===== config.mk =====
export PLATFORM = sky130hd
export DESIGN_NAME = z80_int_arbiter
export DESIGN_NICKNAME = d
export VERILOG_FILES = /design/src/rtl/z80_int_arbiter.sv
export SDC_FILE = /design/constraint.sdc
export NUM_CORES = 1
export LEC_CHECK = 0
export ABC_AREA = 1
export CORE_MARGIN = 2
export CORE_UTILIZATION = 44
export DETAILED_ROUTE_END_ITERATION = 10
export GPL_TIMING_DRIVEN = 0
export PLACE_DENSITY = 0.83
export SETUP_SLACK_MARGIN = 0.2
export SKIP_CTS_REPAIR_TIMING = 1
export SYNTH_ARGS = -nofsm -noshare
export SYNTH_HDL_FRONTEND = slang
export SYNTH_SLANG_ARGS = --single-unit

===== constraint.sdc =====
create_clock -name CLK -period 1.5 [get_ports CLK]
set_input_delay 0.225 -clock CLK [delete_from_list [all_inputs] [get_ports CLK]]
set_output_delay 0.225 -clock CLK [all_outputs]
set_load 0.02 [all_outputs]

===== src/rtl/z80_int_arbiter.sv =====
// z80_int_arbiter
//   Multi-source interrupt controller for the Z80 bus. Level requests from
//   on-FPGA peripherals are masked, INT_n is raised to the CPU, and the
//   winning source's vector is supplied during the interrupt acknowledge
//   cycle (M1_n and IORQ_n both low). The top-level data mux takes vec_out
//   when vec_oe=1 and io_rd_data when io_rd_sel=1.
//
// Configuration macro:
//   INT_RR_PRIO_EN - rotating priority (search starts at a pointer that moves
//                    past each granted source); undefined = fixed priority,
//                    source 0 highest.
//
// Ports:
//   CLK, RESET_n       clock, synchronous active-low reset
//   req[NSRC]          level requests, active high
//   M1_n, IORQ_n       Z80 cycle type (both low = interrupt acknowledge)
//   RD_n, WR_n         Z80 read/write strobes for the mask/status IO ports
//   A_io[8], D_in[8]   Z80 low address byte and incoming data
//   INT_n              registered interrupt request to the CPU
//   vec_oe, vec_out    vector drive enable and vector value
//   io_rd_sel          high during IN from the mask or status port
//   io_rd_data         mask, or status (masked pending requests)
//   ack[NSRC]          one-cycle one-hot pulse for the granted source

module z80_int_arbiter #(
  parameter int                NSRC         = 4,
  parameter logic [8*NSRC-1:0] VECTORS      = {8'hFF, 8'hF7, 8'hEF, 8'h6C},
  parameter logic [7:0]        VEC_SPURIOUS = 8'hFF,
  parameter logic [7:0]        MASK_RST     = 8'h01,
  parameter logic [7:0]        IOADDR_MASK  = 8'h02,
  parameter logic [7:0]        IOADDR_STAT  = 8'h03,
  parameter int                HOLDOFF      = 2
) (
  input  logic            CLK,
  input  logic            RESET_n,
  input  logic [NSRC-1:0] req,
  input  logic            M1_n,
  input  logic            IORQ_n,
  input  logic            RD_n,
  input  logic            WR_n,
  input  logic [7:0]      A_io,
  input  logic [7:0]      D_in,
  output logic            INT_n,
  output logic            vec_oe,
  output logic [7:0]      vec_out,
  output logic            io_rd_sel,
  output logic [7:0]      io_rd_data,
  output logic [NSRC-1:0] ack
);

  localparam int IDXW = (NSRC > 1) ? $clog2(NSRC) : 1;
  localparam int HCW  = (HOLDOFF > 1) ? $clog2(HOLDOFF) : 1;

  localparam logic [1:0] ST_IDLE = 2'd0;
  localparam logic [1:0] ST_REQ  = 2'd1;
  localparam logic [1:0] ST_ACK  = 2'd2;
  localparam logic [1:0] ST_HOLD = 2'd3;

  logic [1:0]      r_state;
  logic            r_int_n;
  logic            r_vec_oe;
  logic [7:0]      r_vec_out;
  logic [NSRC-1:0] r_ack;
  logic [7:0]      r_mask;
  logic [NSRC-1:0] r_pend;
  logic            r_wr_d;
  logic [HCW-1:0]  r_hcnt;
`ifdef INT_RR_PRIO_EN
  logic [IDXW-1:0] r_ptr;
`endif

  logic            w_inta;
  logic            w_wr_cyc;
  logic            w_gnt_vld;
  logic [IDXW-1:0] w_gnt_idx;
  logic [NSRC-1:0] w_gnt_oh;
  logic [7:0]      w_stat;

  assign w_inta   = ~M1_n & ~IORQ_n;
  assign w_wr_cyc = ~IORQ_n & ~WR_n & M1_n & (A_io == IOADDR_MASK);

  assign io_rd_sel  = ~IORQ_n & ~RD_n & M1_n &
                      ((A_io == IOADDR_MASK) | (A_io == IOADDR_STAT));
  assign io_rd_data = (A_io == IOADDR_STAT) ? w_stat : r_mask;

  assign INT_n   = r_int_n;
  assign vec_oe  = r_vec_oe;
  assign vec_out = r_vec_out;
  assign ack     = r_ack;

  // Status byte: live masked requests, plus the rotation pointer in the top bits.
  always_comb begin
    w_stat = 8'h00;
    for (int i = 0; i < NSRC; i++) begin
      w_stat[i] = req[i] & r_mask[i];
    end
`ifdef INT_RR_PRIO_EN
    if (NSRC <= 5) begin
      w_stat[7:5] = 3'(r_ptr);
    end else begin
      w_stat = w_stat;
    end
`endif
  end

  // Winner selection over registered pend. The loop walks the search order
  // backwards so the last hit (the first in search order) wins.
  always_comb begin
    int j;
    j         = 0;
    w_gnt_vld = 1'b0;
    w_gnt_idx = '0;
    w_gnt_oh  = '0;
    for (int k = NSRC - 1; k >= 0; k--) begin
`ifdef INT_RR_PRIO_EN
      j = int'(r_ptr) + k;
      if (j >= NSRC) begin
        j = j - NSRC;
      end else begin
        j = j;
      end
`else
      j = k;
`endif
      if (r_pend[j]) begin
        w_gnt_vld = 1'b1;
        w_gnt_idx = IDXW'(j);
      end else begin
        w_gnt_vld = w_gnt_vld;
      end
    end
    w_gnt_oh[w_gnt_idx] = w_gnt_vld;
  end

  // Mask register, pend pipeline, and the request/acknowledge state machine.
  always_ff @(posedge CLK) begin
    if (!RESET_n) begin
      r_state   <= ST_IDLE;
      r_int_n   <= 1'b1;
      r_vec_oe  <= 1'b0;
      r_vec_out <= 8'h00;
      r_ack     <= '0;
      r_mask    <= MASK_RST;
      r_pend    <= '0;
      r_wr_d    <= 1'b0;
      r_hcnt    <= '0;
`ifdef INT_RR_PRIO_EN
      r_ptr     <= '0;
`endif
    end else begin
      // Write only on the first clock of the bus cycle.
      r_wr_d <= w_wr_cyc;
      if (w_wr_cyc && !r_wr_d) begin
        r_mask <= D_in;
      end
      r_pend <= req & r_mask[NSRC-1:0];
      r_ack  <= '0;

      case (r_state)
        ST_IDLE: begin
          r_int_n <= 1'b1;
          if (|r_pend) begin
            r_state <= ST_REQ;
            r_int_n <= 1'b0;
          end
        end
        ST_REQ: begin
          if (w_inta) begin
            r_state  <= ST_ACK;
            r_int_n  <= 1'b1;
            r_vec_oe <= 1'b1;
            if (w_gnt_vld) begin
              r_vec_out <= VECTORS[{w_gnt_idx, 3'b000} +: 8];
              r_ack     <= w_gnt_oh;
`ifdef INT_RR_PRIO_EN
              r_ptr <= (w_gnt_idx == IDXW'(NSRC - 1)) ? '0 : w_gnt_idx + 1'b1;
`endif
            end else begin
              r_vec_out <= VEC_SPURIOUS;
            end
          end else if (~|r_pend) begin
            // Request withdrawn (source dropped or masked) before acknowledge.
            r_state <= ST_IDLE;
            r_int_n <= 1'b1;
          end
        end
        ST_ACK: begin
          if (!w_inta) begin
            r_vec_oe <= 1'b0;
            r_hcnt   <= '0;
            r_state  <= (HOLDOFF == 0) ? ST_IDLE : ST_HOLD;
          end
        end
        ST_HOLD: begin
          // Give the ISR time to clear the source before re-arbitrating.
          if (r_hcnt == HCW'(HOLDOFF - 1)) begin
            r_state <= ST_IDLE;
          end else begin
            r_hcnt <= r_hcnt + 1'b1;
          end
        end
        default: begin
          r_state  <= ST_IDLE;
          r_int_n  <= 1'b1;
          r_vec_oe <= 1'b0;
        end
      endcase
    end
  end

endmodule


Word level (Yosys, flattened, before mapping)
Cells that the tools add are included. W data, S select, Z words.

Add/sub/neg operators: 1. $lt $le $gt $ge: 2. Equal/unequal tests: 10. Shifts and indexed selects: 1. Muxes and demuxes: 27. Bitwise logic cells: 18. Reduce and logical (&&, ||, !) cells: 14.

Operator list (count): $shiftx A32 B6 Y8 const A (1); $mux W2 (9); $eq A8 B2 Y1 const B (2); $mux W8 (2); $and A1 B1 Y1 (11); $mux W1 (11); $and A4 B4 Y4 (2); $ne A2 B2 Y1 const B (4); $pmux W2 S4 (1); $reduce_and A4 Y1 (2); $pmux W1 S2 (3); $reduce_and A2 Y1 (3); $reduce_bool A2 Y1 (3); $eq A2 B2 Y1 const B (2); $not A1 Y1 (4); $reduce_or A4 Y1 (1); $lt A2 B3 Y1 const B (1); $ne A3 B3 Y1 const B (1); $reduce_and A3 Y1 (1); $demux W1 S2 (1); $eq A2 B1 Y1 const B (1); $ge A2 B1 Y1 const B (1); $logic_and A1 B1 Y1 (2); $logic_not A2 Y1 (1); other kinds (3) (3).

Flip-flop bits (word level): 30. Bits of input ports: 26. Output and inout port bits: 23. Logic and storage cells: 82.

Logic depth before layout (Yosys ltp)
Depth after elaboration: 9. Mapped depth: 9. Mapped depth without buffers: 8.

Least setup slack after synthesis
No wires, ideal clock.

Path type: input -> output. Start point: input port A_io[3]. End point: output port io_rd_sel. Arrival time: 1.155 ns. Data required time: 1.275 ns. Path slack: 0.120 ns. Stages: 5. Buffers on the path: 0. Cell sequence: nor2_1 -> nand3_1 -> nor2_2 -> nor2_1 -> nor3_1.

Word-level cells in the longest chain between the ends: 3. Elaborated cells on any way between the ends: 4. Classes of those cells: eq/ne: 2; bitwise: 2.

RTL lines: start, declared (RTL line 41) `input logic [7:0] A_io,`; $eq A8 B2 Y1 (RTL line 83) `((A_io == IOADDR_MASK) | (A_io == IOADDR_STAT));`; $or A1 B1 Y1 * (RTL line 83); $and A1 B1 Y1 * (RTL line 82) `assign io_rd_sel = ~IORQ_n & ~RD_n & M1_n &`; end, declared (RTL line 46) `output logic io_rd_sel,`.

Every way passes the cells marked *; elsewhere a longest branch is shown, timed or not.

Worst setup path in the final report
Start point: input port A_io[2]. End point: output port io_rd_sel.

The elaborated chain is that of the path after synthesis.

==> flow_summary_export.csv <==
group,metric,value,unit
timing,final-hold-violation-count,0,
timing,grt_setup_unrepaired,"yes",
logic_synthesis,synth_area_per_cell,7.13,um2
logic_synthesis,syn-cell-area,1120,um2
floorplanning,initial_core_util,45.6,%
logic_synthesis,synthFlopType,"dfxtp_1",
cts,htree_levels,1,
layout,num-nets-final,242,
logic_synthesis,yosys-top-cells-count,"nor2_1, nand2_1, dfxtp_1",
logic_synthesis,yosysTopAreaCell,"dfxtp_1",
logic_synthesis,ys_types,23,
critical_path,startpoint,"A_io[2]",
timing,finalCriticalPeriod,1.44,ns
logic_synthesis,yosys_warnings,0,
critical_path,crit_required,1.27,ns
route,firstDrtPassIters,4,
floorplanning,fp.coreArea,2450,um2
placement,dp.final_hpwl,1930,um
floorplanning,die_w,54.5,um
global_routing,antenna_found_initial,0,
run_status,status,"finished clean",
global_routing,grt_use_total,18.2,%
timing,skew,0.00262,ns
layout,n_antenna_cell,0,
timing,setup_tns,0,ns
logic_synthesis,synth_edf_count,0,
placement,place.gp.congestion,0.752,
layout,finalInstanceArea,1770,um2
timing,max_freq,695,MHz
logic_synthesis,ys_ff_latch,26,
critical_path,cp.arrival,1.21,ns
floorplanning,dieHeight,54.5,um
critical_path,crit_fanout,4,
power_and_ir_drop,peakVddDrop,0.500,mV
timing,tightest_slew,0.240,ns
critical_path,worstSetupStartpointType,"input port",
layout,final_layout_size_suffix_gt1_share,24.7,%
power_and_ir_drop,p_leak,0.996,nW
cts,root_buffer,"clkbuf_4",
cts,cts_sinks,26,
layout,fill_cells,192,
power_and_ir_drop,finalPower,1.23,mW
critical_path,reg2reg_depth,6,
logic_synthesis,synth_area_leaders,"dfxtp_1, nor2_1, nand2_1",
worst_hold_path,hp-class,"in2reg",
route,drc,0,
route,drtIter0Drc,12,
logic_synthesis,yosysTopAreaCellShare,46.5,%
route,avgViaCountPerCell,4.72,
logic_synthesis,syn-num-nets,183,
critical_path,r2r_slack,0.34,ns
timing,slew-limit-headroom,84.0,%
global_routing,grt_max_degree,15,
layout,syn_to_final_growth,58.4,%
logic_synthesis,ys_seq_area_share,46.5,%
cts,clkTransAtPathRegs,0.13,ns
timing,finalSetupViolCount,0,
logic_synthesis,synthArstFlopShare,0,%
global_routing,grt_pass1_vias,979,
timing,slew_viol_final,0,
critical_path,rr_endpoint,"r_state[0]$_SDFFE_PN0P_",
layout,seq_area,522,um2
placement,port_buffers,48,
timing,finalCritPeriodShare,95.9,%
cts,cts_tree,"yes",
cts,cts_inserted_buffers,3,
critical_path,crit_end,"io_rd_sel",
placement,dpl_cell_area,1640,um2
cts,clock_latency,0.31,ns
logic_synthesis,synth_cells,157,
critical_path,path_class,"in2out",
route,vias,1157,
flow_run,drv_cap,0,
power_and_ir_drop,p_per_area,694,nW/um2
floorplanning,rows,18,
route,wl,2730,um
logic_synthesis,yosysMostFrequentCell,"nor2_1",
critical_path,end_kind,"output pin",
floorplanning,die-area,2960,um2
route,ant_nets,0,
critical_path,reg2reg_from,"r_pend[0]$_SDFF_PN0_",
cts,clockBufferDepth,2,
route,avgRoutedWirePerCell,11.1,um
global_routing,grt_first_pass_wirelength,3960,um
layout,multi_input_area,523,um2
floorplanning,io_pins,49,
global_routing,overflow,0,
## logic make-up after synthesis
family / Yosys count / share of synthesized area [%]
and+or+nand+nor: 90 / 35.3
AOI/OAI and AO/OA: 14 / 7.04
DFF: 26 / 46.5
buffers and inverters: 27 / 11.2
## layout make-up
| type | instances | share of cell area, % |
|---|---|---|
| well taps | 30 | 2.12 |
| clock buffers | 4 | 2.05 |
| flip-flops and latches | 26 | 29.4 |
| plain buffers | 6 | 2.61 |
| inverters | 21 | 4.44 |
| multi-input cells | 104 | 29.5 |
| repair buffers | 54 | 29.9 |
## worst min path at each step
stage | cells past startpoint | from | slack (ns) | to
floorplan | 2 | D_in[1] | 0.36 | r_mask[1]$_SDFFE_PN0P_
global placement | 2 | r_pend[3]$_SDFF_PN0_ | 0.43 | ack[3]$_SDFF_PN0_
detailed placement | 2 | r_pend[3]$_SDFF_PN0_ | 0.42 | ack[3]$_SDFF_PN0_
CTS | 2 | r_pend[3]$_SDFF_PN0_ | 0.45 | ack[3]$_SDFF_PN0_
global route | 7 | A_io[2] | 0.46 | r_wr_d$_SDFF_PN0_
finish | 7 | A_io[2] | 0.43 | r_wr_d$_SDFF_PN0_
## metal layers
layer | up-vias | GRT usage (%) | part of all wire (%)
li1 | 596 | - | -
met5 | - | 0 | 0
met1 | 522 | 19.9 | 41
met2 | 37 | 34.5 | 52
met4 | 0 | 6.25 | 0.55
met3 | 2 | 3.28 | 6.1
## report_power, final
group | internal [mW] | switching [mW] | leakage [nW] | total (mW)
sequential | 0.704 | 0.00992 | 0.210 | 0.714
combinational | 0.0914 | 0.0850 | 0.765 | 0.176
clock | 0.148 | 0.194 | 0.0210 | 0.342
total | 0.943 | 0.289 | 0.996 | 1.23
## state kept, by name, indices dropped and copies added, names as in the netlist, named ones only
name     flops
r_mask       8
ack          4
r_pend       4
vec_out      4
INT_n        1
r_hcnt       1
r_state      1
r_wr_d       1
vec_oe       1
## worst max-delay path, cell delays in order
cell and delay (ns):
buf_6 0.09, nor2_4 0.11, nand3_2 0.11, nor2_4 0.20
buf_6 0.11, nor2_1 0.03, nor3_2 0.17, buf_4 0.16
## metrics by stage
stage	hold slack, ns	utilization (%)	cells	worst slack [ns]
final	0.426	72.3	245	0.0621
after global routing	0.458	72.3	245	-0.0105
after CTS	0.445	68.4	239	-0.728
after detailed placement	0.424	66.9	235	-0.716
after global placement	0.429	66.9	235	-0.694
after floorplan	0.360	-	157	0.283
## layout by cell type (no fill, tap or decap), types with 2 or more instances in the layout
cell	instances
nand2_1	36
nor2_1	33
dfxtp_1	25
inv_1	19
clkdlybuf4s50_1	17
dlymetal6s2s_1	14
buf_6	11
clkbuf_2	10
buf_4	7
nor2_2	5
o21ai_0	5
nor2_4	4
nand3_1	4
clkbuf_4	3
nand2_2	2
o21ai_2	2
inv_2	2
o21ai_1	2
No activity file was read; power rests on OpenSTA's default activity.
